$ cat config.mk
export PLATFORM = sky130hd
export DESIGN_NAME = game_phase_sequencer
export DESIGN_NICKNAME = d
export VERILOG_FILES = /design/src/rtl/game_phase_sequencer.sv
export SDC_FILE = /design/constraint.sdc
export NUM_CORES = 1
export LEC_CHECK = 0
export ABC_AREA = 0
export CORE_ASPECT_RATIO = 0.6
export CORE_MARGIN = 4
export CORE_UTILIZATION = 50
export CTS_CLUSTER_SIZE = 16
export DETAILED_ROUTE_END_ITERATION = 8
export GPL_TIMING_DRIVEN = 0
export HOLD_SLACK_MARGIN = 0.15
export PLACE_DENSITY = 0.71
export SLEW_MARGIN = 20
export SYNTH_ARGS = -nofsm -noshare
export SYNTH_HDL_FRONTEND = slang
export SYNTH_SLANG_ARGS = --single-unit
export TNS_END_PERCENT = 50
$ cat constraint.sdc
create_clock -name clock -period 7.4 [get_ports clock]
set_input_delay 1.48 -clock clock [delete_from_list [all_inputs] [get_ports clock]]
set_output_delay 1.48 -clock clock [all_outputs]
set_load 0.02 [all_outputs]
$ cat src/rtl/game_phase_sequencer.sv
// Top-level phase controller: logo -> mode select -> tutorial or match ->
// score board -> play-again prompt. Owns the one-second prescaler, the
// per-phase seconds counter and the match countdown. All screen-enable
// flags are registered from the next-state value, so they stay one-hot
// with phase. The FSM state is visible on the phase output.
module game_phase_sequencer #(
  parameter int CLK_HZ     = 50000000,
  parameter int LOGO_SECS  = 5,
  parameter int GAME_SECS  = 50,
  parameter int SNITCH_HI  = 40,
  parameter int SNITCH_LO  = 36,
  parameter int SCORE_SECS = 4
) (
  input  logic       clock,
  input  logic       resetn,
  input  logic       sel_single,
  input  logic       sel_two_player,
  input  logic       sel_tutorial,
  input  logic       end_game_early,
  input  logic       end_tutorial,
  input  logic       restart,
  output logic [2:0] phase,
  output logic       logo,
  output logic       select_mode_screen,
  output logic       tutorial_active,
  output logic       game_active,
  output logic       two_player_mode,
  output logic       end_of_game,
  output logic       play_again,
  output logic       snitch_powerup,
  output logic [7:0] time_left,
  output logic       sec_tick
);

  // Prescaler width follows the tick rate; a floor of 1 bit keeps the
  // declaration legal for the smallest permitted rate.
  localparam int PW = (CLK_HZ > 1) ? $clog2(CLK_HZ) : 1;

  localparam logic [PW-1:0] PRESC_LAST   = PW'(CLK_HZ - 1);
  localparam logic [7:0]    LOGO_LEN     = 8'(LOGO_SECS);
  localparam logic [7:0]    GAME_LEN     = 8'(GAME_SECS);
  localparam logic [7:0]    SCORE_LEN    = 8'(SCORE_SECS);
  localparam logic [7:0]    SNITCH_TOP   = 8'(SNITCH_HI);
  localparam logic [7:0]    SNITCH_FLOOR = 8'(SNITCH_LO);

  typedef enum logic [2:0] {
    ST_LOGO     = 3'd0,
    ST_SELECT   = 3'd1,
    ST_TUTORIAL = 3'd2,
    ST_GAME     = 3'd3,
    ST_SCORE    = 3'd4,
    ST_AGAIN    = 3'd5,
    ST_BAD6     = 3'd6,
    ST_BAD7     = 3'd7
  } state_e;

  state_e          state_q, state_d;
  logic [PW-1:0]   presc_q, presc_d;
  logic [7:0]      secs_q, secs_d;
  logic [7:0]      time_left_q, time_left_d;
  logic            two_player_q, two_player_d;
  logic            logo_q, logo_d;
  logic            select_q, select_d;
  logic            tutorial_q, tutorial_d;
  logic            game_q, game_d;
  logic            score_q, score_d;
  logic            again_q, again_d;
  logic            snitch_q, snitch_d;

  logic            tick;
  logic            transition;
  logic [7:0]      secs_inc;

  // Second boundary is the last count of the prescaler.
  always_comb begin
    tick     = (presc_q == PRESC_LAST);
    secs_inc = secs_q + 8'd1;
  end

  // Next-state, match countdown and latched mode.
  always_comb begin
    state_d      = state_q;
    time_left_d  = time_left_q;
    two_player_d = two_player_q;
    case (state_q)
      ST_LOGO: begin
        if (tick && (secs_inc == LOGO_LEN)) begin
          state_d = ST_SELECT;
        end
      end
      ST_SELECT: begin
        if (sel_two_player) begin
          state_d      = ST_GAME;
          two_player_d = 1'b1;
          time_left_d  = GAME_LEN;
        end else if (sel_single) begin
          state_d      = ST_GAME;
          two_player_d = 1'b0;
          time_left_d  = GAME_LEN;
        end else if (sel_tutorial) begin
          state_d = ST_TUTORIAL;
        end
      end
      ST_TUTORIAL: begin
        if (end_tutorial || end_game_early) begin
          state_d = ST_SCORE;
        end
      end
      ST_GAME: begin
        // An abort freezes the clock where it stands, even on a tick.
        if (end_game_early) begin
          state_d = ST_SCORE;
        end else if (tick) begin
          if (time_left_q <= 8'd1) begin
            time_left_d = 8'd0;
            state_d     = ST_SCORE;
          end else begin
            time_left_d = time_left_q - 8'd1;
          end
        end
      end
      ST_SCORE: begin
        if (tick && (secs_inc == SCORE_LEN)) begin
          state_d = ST_AGAIN;
        end
      end
      ST_AGAIN: begin
        if (restart) begin
          state_d      = ST_SELECT;
          time_left_d  = 8'd0;
          two_player_d = 1'b0;
        end
      end
      default: begin
        // Unused encodings recover to the logo screen with clean data.
        state_d      = ST_LOGO;
        time_left_d  = 8'd0;
        two_player_d = 1'b0;
      end
    endcase
  end

  // Prescaler and phase seconds restart on every transition so each timed
  // phase begins on a whole-second boundary.
  always_comb begin
    transition = (state_d != state_q);
    if (transition || tick) begin
      presc_d = '0;
    end else begin
      presc_d = presc_q + 1'b1;
    end
    if (transition) begin
      secs_d = 8'd0;
    end else if (tick) begin
      secs_d = secs_inc;
    end else begin
      secs_d = secs_q;
    end
  end

  // Screen flags and snitch window decoded from next-state values.
  always_comb begin
    logo_d     = (state_d == ST_LOGO);
    select_d   = (state_d == ST_SELECT);
    tutorial_d = (state_d == ST_TUTORIAL);
    game_d     = (state_d == ST_GAME);
    score_d    = (state_d == ST_SCORE);
    again_d    = (state_d == ST_AGAIN);
    snitch_d   = (state_d == ST_GAME) &&
                 (time_left_d >= SNITCH_FLOOR) &&
                 (time_left_d <= SNITCH_TOP);
  end

  // All state, counters and flags, cleared asynchronously.
  always_ff @(posedge clock or negedge resetn) begin
    if (!resetn) begin
      state_q      <= ST_LOGO;
      presc_q      <= '0;
      secs_q       <= 8'd0;
      time_left_q  <= 8'd0;
      two_player_q <= 1'b0;
      logo_q       <= 1'b1;
      select_q     <= 1'b0;
      tutorial_q   <= 1'b0;
      game_q       <= 1'b0;
      score_q      <= 1'b0;
      again_q      <= 1'b0;
      snitch_q     <= 1'b0;
    end else begin
      state_q      <= state_d;
      presc_q      <= presc_d;
      secs_q       <= secs_d;
      time_left_q  <= time_left_d;
      two_player_q <= two_player_d;
      logo_q       <= logo_d;
      select_q     <= select_d;
      tutorial_q   <= tutorial_d;
      game_q       <= game_d;
      score_q      <= score_d;
      again_q      <= again_d;
      snitch_q     <= snitch_d;
    end
  end

  // Output mapping.
  always_comb begin
    phase              = state_q;
    logo               = logo_q;
    select_mode_screen = select_q;
    tutorial_active    = tutorial_q;
    game_active        = game_q;
    two_player_mode    = two_player_q;
    end_of_game        = score_q;
    play_again         = again_q;
    snitch_powerup     = snitch_q;
    time_left          = time_left_q;
    sec_tick           = tick;
  end

endmodule

== Word-level counts from Yosys, hierarchy flattened ==
Index checks and enable logic that the tools add are counted.
Storage, ports and cells
  register bits: 53
  output and inout port bits: 20
  word-level logic and storage cells: 72
Cells by class
  multiplexer cells: 25
  eq/ne operators: 16
  bitwise logic cells: 1
  reductions and logical operators: 12
  add/subtract/negate cells: 3
  order comparisons: 3
Operators by type and width (number)
  8-bit two-way mux: 8
  8-bit one-hot mux with 4 select lines: 1
  3-bit two-way mux: 10
  26-bit by 1-bit adder with 26-bit output (second input constant): 1
  26-bit equality test (second input constant): 1
  26-bit two-way mux: 1
  3-bit one-hot mux with 6 select lines: 1
  8-bit by 3-bit equality test with 1-bit output (second input constant): 2
  3-bit by 2-bit equality test with 1-bit output (second input constant): 4
  3-bit equality test (second input constant): 4
  8-bit by 1-bit adder with 8-bit output (second input constant): 1
  8-bit by 6-bit >= comparator with 1-bit output (second input constant): 1
  8-bit by 1-bit less-or-equal comparator with 1-bit output (second input constant): 1
  8-bit by 6-bit less-or-equal comparator with 1-bit output (second input constant): 1
  8-bit by 1-bit subtractor with 8-bit output (second input constant): 1
  3-bit by 1-bit equality test with 1-bit output (second input constant): 2
  3-bit logical NOT: 2
  1-bit logical AND: 4
  4-bit OR reduction: 1
  1-bit two-way mux: 3
  3-bit inequality test: 1
  3-bit inequality test (second input constant): 1
  1-bit one-hot mux with 3 select lines: 1
  3-bit AND reduction: 1
  other kinds (5): 6

== Longest topological paths before layout ==
  depth after elaboration: 8
  gate-level depth with buffers: 12

== Worst setup path before layout ==
Ideal clock, no wire load.
  path type: in2reg
  start: input end_game_early
  end: register snitch_q (netlist: snitch_powerup)
  buffers on the path: 1
  data arrival time: 3226 ps
  cell stages on the path: 7
  slack: 4067 ps
  cells stage by stage: clkbuf_1 or4_1 or4_1 nor3_1 o21ai_0 a22o_1 a2111oi_4
On the way
  elaborated cells on any way between the ends: 11
  classes of those cells: order compare (2); eq/ne (1); mux (5); reduce/logical (3)
RTL lines
  start: declaration: RTL line 19  | input logic end_game_early,
  8-bit two-way mux *: RTL line 111  | if (end_game_early) begin
  8-bit one-hot mux with 4 select lines *: RTL line 85  | case (state_q)
  via time_left_d[7]: RTL line 60  | logic [7:0] time_left_q, time_left_d;
  8-bit by 6-bit >= comparator with 1-bit output: RTL line 170  | (time_left_d >= SNITCH_FLOOR) &&
  1-bit logical AND: RTL line 169  | snitch_d = (state_d == ST_GAME) &&
  1-bit logical AND *: RTL line 170
  via snitch_d: RTL line 68  | logic snitch_q, snitch_d;
  end signal: assignment: RTL line 201  | snitch_q <= snitch_d;
  end: declaration: RTL line 68
Mark *: on every way through the listed nets, which the timed path passes. The rest lies on a longest branch.
A chain may end at the register's enable or synchronous reset.

== Worst setup path after layout ==
  start: register presc_q[0]
  end: output sec_tick
On the way
  cells in the longest elaborated chain, start to end: 1
RTL lines
  start: declaration: RTL line 58  | logic [PW-1:0] presc_q, presc_d;
  start signal: assignment: RTL line 191  | presc_q <= presc_d;
  26-bit equality test: RTL line 76  | tick = (presc_q == PRESC_LAST);
  end: declaration: RTL line 32  | output logic sec_tick
No other way between the ends.

==> Implementation_results.wiki <==
{| class="wikitable"
! Metric !! Value
|-
| Number of clock sinks seen by CTS || 53
|-
| Post_cts resized || 0
|-
| Vertical extent of the die || 66.5 µm
|-
| Final RePlAce weighted congestion || between 0.9 and 1
|-
| Worst Hold Launch || presc_q[0]
|-
| Vias/cell || 5.51
|-
| Shortest period the worst path allows || 4170 ps
|-
| Overall power after layout || 773 µW
|-
| Flop2flop setup slack || 4370 ps
|-
| Area grow syn2layout || 15.5%
|-
| Input/output buffers || 26
|-
| Nature of the critical path endpoint || output port
|-
| Status || finished, final reports clean
|-
| Post-synth net total || 314
|-
| Final setup vio count || 0
|-
| Classification of the worst setup path || register to output port
|-
| Yosys warning total || 0
|-
| Max-slew headroom || 47.4%
|-
| Crit path buffers/inverters || 3
|-
| Number of placed I/O pins || 28
|-
| Clock root buffer master || clkbuf_8
|-
| Post-synthesis cell count || 300
|-
| Diode count || 0
|-
| Setup clock skew after layout || 10.4 ps
|-
| RSZ-0062 raised after global routing || false
|-
| Via count || approximately 2300
|-
| Insertion delay to the later sink of the worst-skew pair || 310 ps
|-
| Maximum clock frequency || 240 MHz
|-
| Yosys top cell by area || dfrtp_1
|-
| FILL cells || about 450
|-
| Measured slew at the worst slew-check pin || between 700 and 800 ps
|-
| Worst vdd rail ir drop || 0.172 mV
|-
| Proportion of netlist area held by the largest area contributor || 45.6%
|-
| Final Hold Fails || 0
|-
| Final-layout worst hold slack || 490 ps
|-
| Bufs on Longest Clock Path || 2
|-
| Starting DRC count in detailed routing || around 140
|-
| Summed instance area of the synthesized netlist || 2860 µm²
|-
| Crit share post-route || 56.4%
|-
| Type of origin of the critical path || register
|-
| Total Wirelength || 6240 µm
|-
| Worst hold stages || 1
|-
| Peak per-stage delay on the critical path || 640 ps
|-
| Slowest cell on the critical path || clkdlybuf4s50_1
|-
| First-pass iteration count of the detailed router || 4
|-
| Antenna violation net count after detailed routing || 0
|-
| Sequential cell area fraction in the yosys report || 46.5%
|-
| Pin count of the biggest net entering global routing || 54
|-
| Synth top area cells || dfrtp_1 (46%), nor2_1 (6.6%), xor2_1 (5.2%), xnor2_1 (4.0%), nand2_1 (3.4%)
|-
| Endpoint arrival time on the critical path || 2690 ps
|-
| Final routed DRC violation total || 0
|-
| Average footprint of a synthesized cell || 9.52 µm²
|-
| Die Wd || 106 µm
|-
| Combined global-route utilization of all metal layers || 19.8%
|-
| First-pass GRT wire length || 11000 µm
|-
| Die Area || 7030 µm²
|-
| WL per Instance || about 15 µm
|-
| LEAKAGE || 0.00145 µW
|-
| Final standard cell utilization of the core || between 60 and 70%
|-
| Number of global-route vias before repair || 2185
|-
| Critical Path, Cell by Cell || ha_1, and3_1, nand2_1, or3_1, buf_6, inv_2, clkdlybuf4s50_1
|-
| Max Cap Violations || 0
|-
| Hold/Removal Path Class || register to register
|-
| Worst-case reg-to-reg path depth || 10
|-
| Final-report max-slew violation count || 0
|-
| TritonCTS clock tree || done
|-
| Layout cell share with drive strength beyond 1 || 7.19%
|-
| Total power density per cell area || 234 nW/µm²
|-
| Clock edge transition at the registers on the reported setup and hold paths || 90 ps
|-
| Final HPWL from detailed placement || 4560 µm
|-
| Gr ovfl total || 0
|-
| Number of clock buffers inserted by TritonCTS || 5
|-
| Antenna violations before repair || 0
|-
| Kind of cell with the highest combined delay on the critical path || buffers and inverters
|-
| Most frequently used flop master after synthesis || dfrtp_1
|-
| Post-CTS setup buffer count || 0
|-
| Count of flip-flops with a built-in enable after synthesis || 0
|-
| Worst path required time || 5920 ps
|-
| Endpoint of the worst register-to-register path || presc_q[23]
|-
| Number of core rows || 20
|-
| End of the worst hold path || presc_q[0]
|-
| Number of nets in the finished design || 347
|-
| Count of hold buffers inserted by post-cts repair || 0
|-
| Proportion of synthesized flip-flops having asynchronous set or reset || between 90% and 100%
|-
| Setup TNS Final || 0 ps
|-
| Area of the placeable core || about 5300 µm²
|-
| Flip-flop and latch count after synthesis || 53
|-
| Number of distinct library cells after synthesis || 54
|-
| Worst r2r src || time_left[3]
|-
| Initial core utilization || 54.1%
|-
| Max H-tree Level || 2
|-
| Maximum net fanout on the critical path || 10
|}
per-layer routing:
layer,GRT usage (%),part of all wire [%],routed length [µm]
met5,0,0,0
met4,4.36,0.74,46
met3,4.26,4.2,259
met2,26.1,38,2390
met1,32.0,57,3540
state kept, by name, summed over array words and instances (netlist names):
| name | count |
|---|---|
| end_of_game | 1 |
| game_active | 1 |
| logo | 1 |
| phase | 3 |
| play_again | 1 |
| presc_q | 26 |
| secs_q | 8 |
| select_mode_screen | 1 |
| snitch_powerup | 1 |
| time_left | 8 |
| tutorial_active | 1 |
| two_player_mode | 1 |
per-stage QoR:
step	worst slack (ps)	instance area, µm²	instances
after floorplan	4070	2860	300
final	3230	3300	411
after CTS	3220	3300	411
after global placement	3200	3210	403
after detailed placement	3520	3210	403
after global routing	3070	3300	411
how the worst max path moves through the flow:
stage / from / end / cells past startpoint
final: presc_q[0] / sec_tick / 7
after global routing: presc_q[0] / sec_tick / 7
after CTS: presc_q[0] / sec_tick / 7
after detailed placement: restart / snitch_powerup / 8
after global placement: resetn / presc_q[15] / 1
after floorplan: end_game_early / snitch_powerup / 7
report_power, final:
part           leakage (µW)  switching [µW]  internal (µW)
registers          0.000712            40.8            332
clock network     0.0000374            96.3           66.9
logic              0.000697             131            105
total               0.00145             268            505
kinds of logic (layout without fill, tap and decap cells):
family	after synthesis	after routing	synth area share [%]
AOI/OAI and AO/OA	39	39	10.2
xor gates and xnor gates	30	30	9.20
adders and majority gates	6	6	2.63
buffers and inverters	24	58	3.50
DFF	53	53	46.5
muxes	3	3	1.10
and+or+nand+nor	145	145	26.9
layout by cell type (no fill, tap or decap), types with 3 or more instances in the layout:
cell type,Yosys,final
a211o_1,4,4
a21oi_1,7,7
and3_1,5,5
clkbuf_1,5,6
clkbuf_8,0,5
clkdlybuf4s50_1,0,25
dfrtp_1,52,52
ha_1,6,6
inv_1,14,14
nand2_1,26,26
nand2b_1,3,3
nand3_1,12,12
nand4_1,9,9
nor2_1,50,50
nor2b_1,4,4
nor3_1,8,8
nor4_1,4,4
o211ai_1,4,4
o21ai_0,7,7
or3_1,6,6
xnor2_1,13,13
xor2_1,17,17
layout make-up:
class	count	area (µm²)	area share [%]
timing repair buffer	26	258	7.81
clock buffer	6	72.6	2.20
tap	77	96.3	2.92
inverter	15	56.3	1.71
multi-input combinational	223	1430	43.3
sequential	53	1330	40.3
buffer	9	43.8	1.33
clock inverter	2	15.0	0.455
cell usage after synthesis (2+ instances only):
cell	instances
nand3_1	12
nor3_1	8
a211o_1	4
o21ai_0	7
or2_2	2
and3_1	5
xor2_1	17
or4_1	2
nor2_1	50
inv_1	14
nand4_1	9
a31oi_1	2
nor4_1	4
nor4_4	2
and4_1	2
dfrtp_1	52
clkbuf_1	5
nor3b_1	2
o31ai_1	2
buf_2	2
or4_4	2
xnor2_1	13
nand2_1	26
nand2b_1	3
o211ai_1	4
a21oi_1	7
mux2i_1	2
or3_1	6
ha_1	6
nor2b_1	4
Note: power is estimated with default switching activity, not from simulation.
==> edit 1: new RTL, same flow settings <==
Register the output `time_left`, cleared by the reset; this adds one clock of latency there. The other outputs are not delayed to match.
--- a/src/rtl/game_phase_sequencer.sv
+++ b/src/rtl/game_phase_sequencer.sv
@@ -55,4 +55,6 @@
   } state_e;
 
+  logic [7:0] time_left_c;
+
   state_e          state_q, state_d;
   logic [PW-1:0]   presc_q, presc_d;
@@ -214,8 +216,16 @@
     play_again         = again_q;
     snitch_powerup     = snitch_q;
-    time_left          = time_left_q;
+    time_left_c        = time_left_q;
     sec_tick           = tick;
   end
 
+  always_ff @(posedge clock or negedge resetn) begin
+    if (!resetn) begin
+      time_left <= '0;
+    end else begin
+      time_left <= time_left_c;
+    end
+  end
+
 endmodule
 
Behaviour: no difference found for any inputs over 10 cycles, from zero or initial values and one cycle with resetn low; that may be too few to reach the edited logic, so the function may still have changed.
==> edit 1 against the unedited design <==
  * Synthesized area is 9.1% higher
  * Routed wire length is 5.8% higher
  * Sequential cell count is 8 higher
  * First-iteration DRC count is 23% higher
  * Worst setup slack worse by 0.20 ns
  * Global-route usage is 0.71 points lower
  * Total power is 34% higher
  * Final area is 13% higher
  * Critical path type unchanged
==> edit 1: results (changes against the unedited design) <==
----------------------------------------------------
[Status]
  Status ... complete, no violations

[Timing]
  Slew at the pin closest to its max-slew limit ... 0.7369 ns (-0.04553 ns)
  Worst-case clock skew ... 0.008739 ns (-0.001636 ns)

[Setup path]
  Maximum fanout along the worst path ... 9 (-1)
  Reg2Reg Capture Point ... presc_q[11]$_DFF_PN0_
  Data arrival time of the worst path ... 2.89 ns (+0.20 ns)
  Critical R2R Launch ... presc_q[0]$_DFF_PN0_
  Maximum single-stage delay on the critical path ... 0.72 ns (+0.08 ns)

[Power]
  Combinational Power Share ... 27.5% (-3.1 points)
  Flip-flop and latch power ... 0.418 mW (+12%)
  Net Sw Frac ... 33.59% (-1.1 points)
  Maximum ir drop on the vdd rail ... 0.2077 mV (+21%)
  Net switching component of the power ... 0.3488 mW (+30%)

[Placed design]
  Post-DP Area ... 3512 um2 (+9.4%)
  Setup Slack @ Placement ... 3.204 ns (-0.3167 ns)
  Post-detail-place hpwl ... 4861 um (+6.5%)

[GRT]
  Met2 demand-to-capacity share in global routing ... 24.06% (-2.1 points)
  First-pass GRT wire length ... 11140 um (+1.4%)
  Routing usage on met3 ... 7.463% (+3.2 points)
  Via count of the first global-routing pass ... 2227 (+1.9%)
  Met1 Resource Use GR ... 29.85% (-2.1 points)
  Largest net degree at the start of global routing ... 44 (-19%)

[Clocking]
  Worst skew pair latency ... 0.35 ns (+0.04 ns)
  Reg clk slew, reported paths ... 0.07 ns (-0.02 ns)
  Number of buffers created by CTS ... 9 (+4)

[Worst hold path]
  Startpoint of the worst hold path ... time_left_c[1]$_DFF_PN0_
  Hold depth ... 0 (-1)
  Destination of the worst hold path ... time_left[1]$_DFF_PN0_

[Drt]
  Number of detailed-routing iterations run before antenna repair ... 5 (+1)
  Number of violations reported at the end of detailed-routing iteration 0 ... 174 (+23%)
  Total number of vias ... 2390 (+5.5%)
  Met2 routed wirelength ... 2753 um (+15%)
  Metal3 WL ... 376 um (+45%)
  Routed length on met1 ... 3458 um (-2.3%)
  Average wire per standard cell ... 15.32 um (+0.92%)

[Yosys]
  Top cells by instance count after synthesis ... 60 x sky130_fd_sc_hd__dfrtp_1, 49 x sky130_fd_sc_hd__nor2_1, 24 x sky130_fd_sc_hd__nand2_1, 19 x sky130_fd_sc_hd__xor2_1, 14 x sky130_fd_sc_hd__inv_1
  Main area contributors after synthesis ... sky130_fd_sc_hd__dfrtp_1 48%, sky130_fd_sc_hd__nor2_1 5.9%, sky130_fd_sc_hd__xor2_1 5.3%
  Syn_nets ... 321 (+2.2%)
  Adder-cell share of the synthesized area ... 2.409% (-0.22 points)
  XOR/XNOR share of the synthesized area ... 8.711% (-0.49 points)
  Synth Area in Compound Gates ... 10.92% (+0.71 points)
  Yosys cell types ... 58 (+7.4%)

[Cells and area]
  Count of nets after finishing ... 360 (+3.7%)

----------------------------------------------------
edit 1: cell count changes in the layout (fill, tap and decap cells not counted), sizes merged, moves of 3 or more:
cell	unedited run	this run
and4	2	5
dfrtp	52	60
nor4	7	3
a21oi	7	10
a211o	4	0
o311ai	0	3
edit 1: final cells by class:
type	instances	area, um2	share of cell area, %
plain buffers	6	31.28	0.8378
clock buffers	9	123.9	3.318
clock inverters	7	97.59	2.614
inverters	14	52.55	1.408
multi-input cells	226	1505	40.31
flip-flops and latches	61	1528	40.92
well taps	80	100.1	2.681
repair buffers	28	295.3	7.909
edit 1: cell families after synthesis:
kind of cell    Yosys count
compound gates           44
fa+ha+maj                 6
flops                    61
buf+inv                  20
xor+xnor                 31
mux                       2
simple gates            143
edit 1: per-stage QoR:
stage | util, % | cells
after floorplan | - | 307
after global placement | 60.05 | 414
after detailed placement | 60.48 | 415
after CTS | 64.30 | 431
after global routing | 64.30 | 431
final | 64.30 | 431
==> edit 2: new RTL, same flow settings <==
Made on the original files. Set the parameter `GAME_SECS` to 32 (it was 50).
--- a/src/rtl/game_phase_sequencer.sv
+++ b/src/rtl/game_phase_sequencer.sv
@@ -7,5 +7,5 @@
   parameter int CLK_HZ     = 50000000,
   parameter int LOGO_SECS  = 5,
-  parameter int GAME_SECS  = 50,
+  parameter int GAME_SECS  = 32,
   parameter int SNITCH_HI  = 40,
   parameter int SNITCH_LO  = 36,
Function: same outputs for any inputs over 10 cycles, from zero or initial values and one cycle with resetn low; that may be too few to reach the edited logic, so the function may still have changed.
==> edit 2 against the unedited design <==
  * Synthesized area rose by 8.4%
  * Worst hold slack improved by 0.038 ns
  * Sequential cell count is the same
  * Critical path depth is 1 lower
  * Core utilization fell by 0.62 points
  * Synthesized cell count rose by 3.7%
  * Routed wire length up 15%
  * Clock skew down 0.0051 ns
  * Via count increased by 7.9%
  * Total power fell by 0.73%
  * Sequential share of layout area decreased by 3.1 points
  * Final area rose by 8.4%
  * Worst setup slack improved by 0.18 ns
  * Largest cell class unchanged
  * Largest power group unchanged
  * Highest routed layer unchanged
==> edit 2: results (changes against the unedited design) <==
----------------------------------------------------
[Status]
  Status ... complete, no violations

[Drt]
  Number of detailed-routing iterations run before antenna repair ... 5 (+1)
  Total number of vias ... 2445 (+7.9%)
  Average wire per standard cell ... 16.81 um (+11%)
  Routed length on met1 ... 3997 um (+13%)
  Metal3 WL ... 528 um (+100%)
  Met2 routed wirelength ... 2610 um (+9.2%)

[Timing]
  Worst hold slack across all endpoints ... 0.5286 ns (+0.03820 ns)
  F_max ... 250.1 MHz (+4.4%)
  Worst-case clock skew ... 0.005256 ns (-0.005118 ns)
  Slew at the pin closest to its max-slew limit ... 0.7025 ns (-0.07990 ns)

[Yosys]
  Syn_nets ... 325 (+3.5%)
  Average size of a mapped cell ... 9.953 um2 (+4.5%)
  Sequential element share of the synthesized area ... 42.89% (-3.6 points)
  Yosys cell types ... 68 (+26%)

[Setup path]
  Data arrival time of the worst path ... 2.52 ns (-0.17 ns)
  Register-to-Register Path Depth ... 6 (-4)
  Worst-case register-to-register setup slack ... 4.75 ns (+0.38 ns)
  Reg2Reg Capture Point ... snitch_powerup$_DFF_PN0_
  Start point of the critical path ... presc_q[10]$_DFF_PN0_
  Maximum fanout along the worst path ... 7 (-3)

[GRT]
  Met2 demand-to-capacity share in global routing ... 25.30% (-0.81 points)
  Met1 Resource Use GR ... 35.06% (+3.1 points)
  Routing usage on met3 ... 4.744% (+0.48 points)
  Via count of the first global-routing pass ... 2170 (-0.69%)
  First-pass GRT wire length ... 11740 um (+6.9%)
  Tot GR Track Use ... 20.58% (+0.82 points)

[Cells and area]
  Count of nets after finishing ... 359 (+3.5%)
  Share of layout cells above drive strength 1 ... 13.87% (+6.7 points)
  Number of cells in the finished layout apart from fillers ... 426 (+3.6%)

[Placed design]
  Post-detail-place hpwl ... 5481 um (+20%)
  Count of buffers from port buffering ... 27 (+3.8%)
  GPL Wtd Cong ... 0.8923 (-1.5%)
  Post-DP Area ... 3463 um2 (+7.9%)

[Worst hold path]
  Startpoint of the worst hold path ... two_player_mode$_DFFE_PN0P_
  Destination of the worst hold path ... two_player_mode$_DFFE_PN0P_

[Power]
  Leakage Power ... 1.554 nW (+7.4%)
  Maximum ir drop on the vdd rail ... 0.1584 mV (-8.1%)

----------------------------------------------------
[edit 2: report_power, final]
part           total (mW)  switching [mW]  internal, mW  leakage, nW
Sequential          0.337          0.0199         0.317        0.721
Combinational       0.233           0.138        0.0947        0.777
Clock               0.198          0.0953         0.102       0.0558
[edit 2: cell type report]
class	count	area [um2]
well taps	80	100.1
repair buffers	27	267.8
clock buffers	6	72.57
plain buffers	12	76.32
inverters	14	52.55
fillers	506	2206
multi-input cells	232	1639
clock inverters	2	38.79
flip-flops and latches	53	1328
[edit 2: cell families after synthesis]
group | after synthesis | synth area share (%)
compound gates | 41 | 10.67
xor+xnor | 33 | 9.337
fa+ha+maj | 6 | 2.425
flops | 53 | 42.89
mux | 2 | 0.6871
buf+inv | 26 | 4.163
simple gates | 150 | 29.83
[edit 2: worst register-to-register path, delay by kind of cell, from the launching register on]
kind | cells | cell delay [ns]
AOI/OAI and AO/OA | 3 | 0.96
DFF | 1 | 0.45
and+or+nand+nor | 3 | 1.18
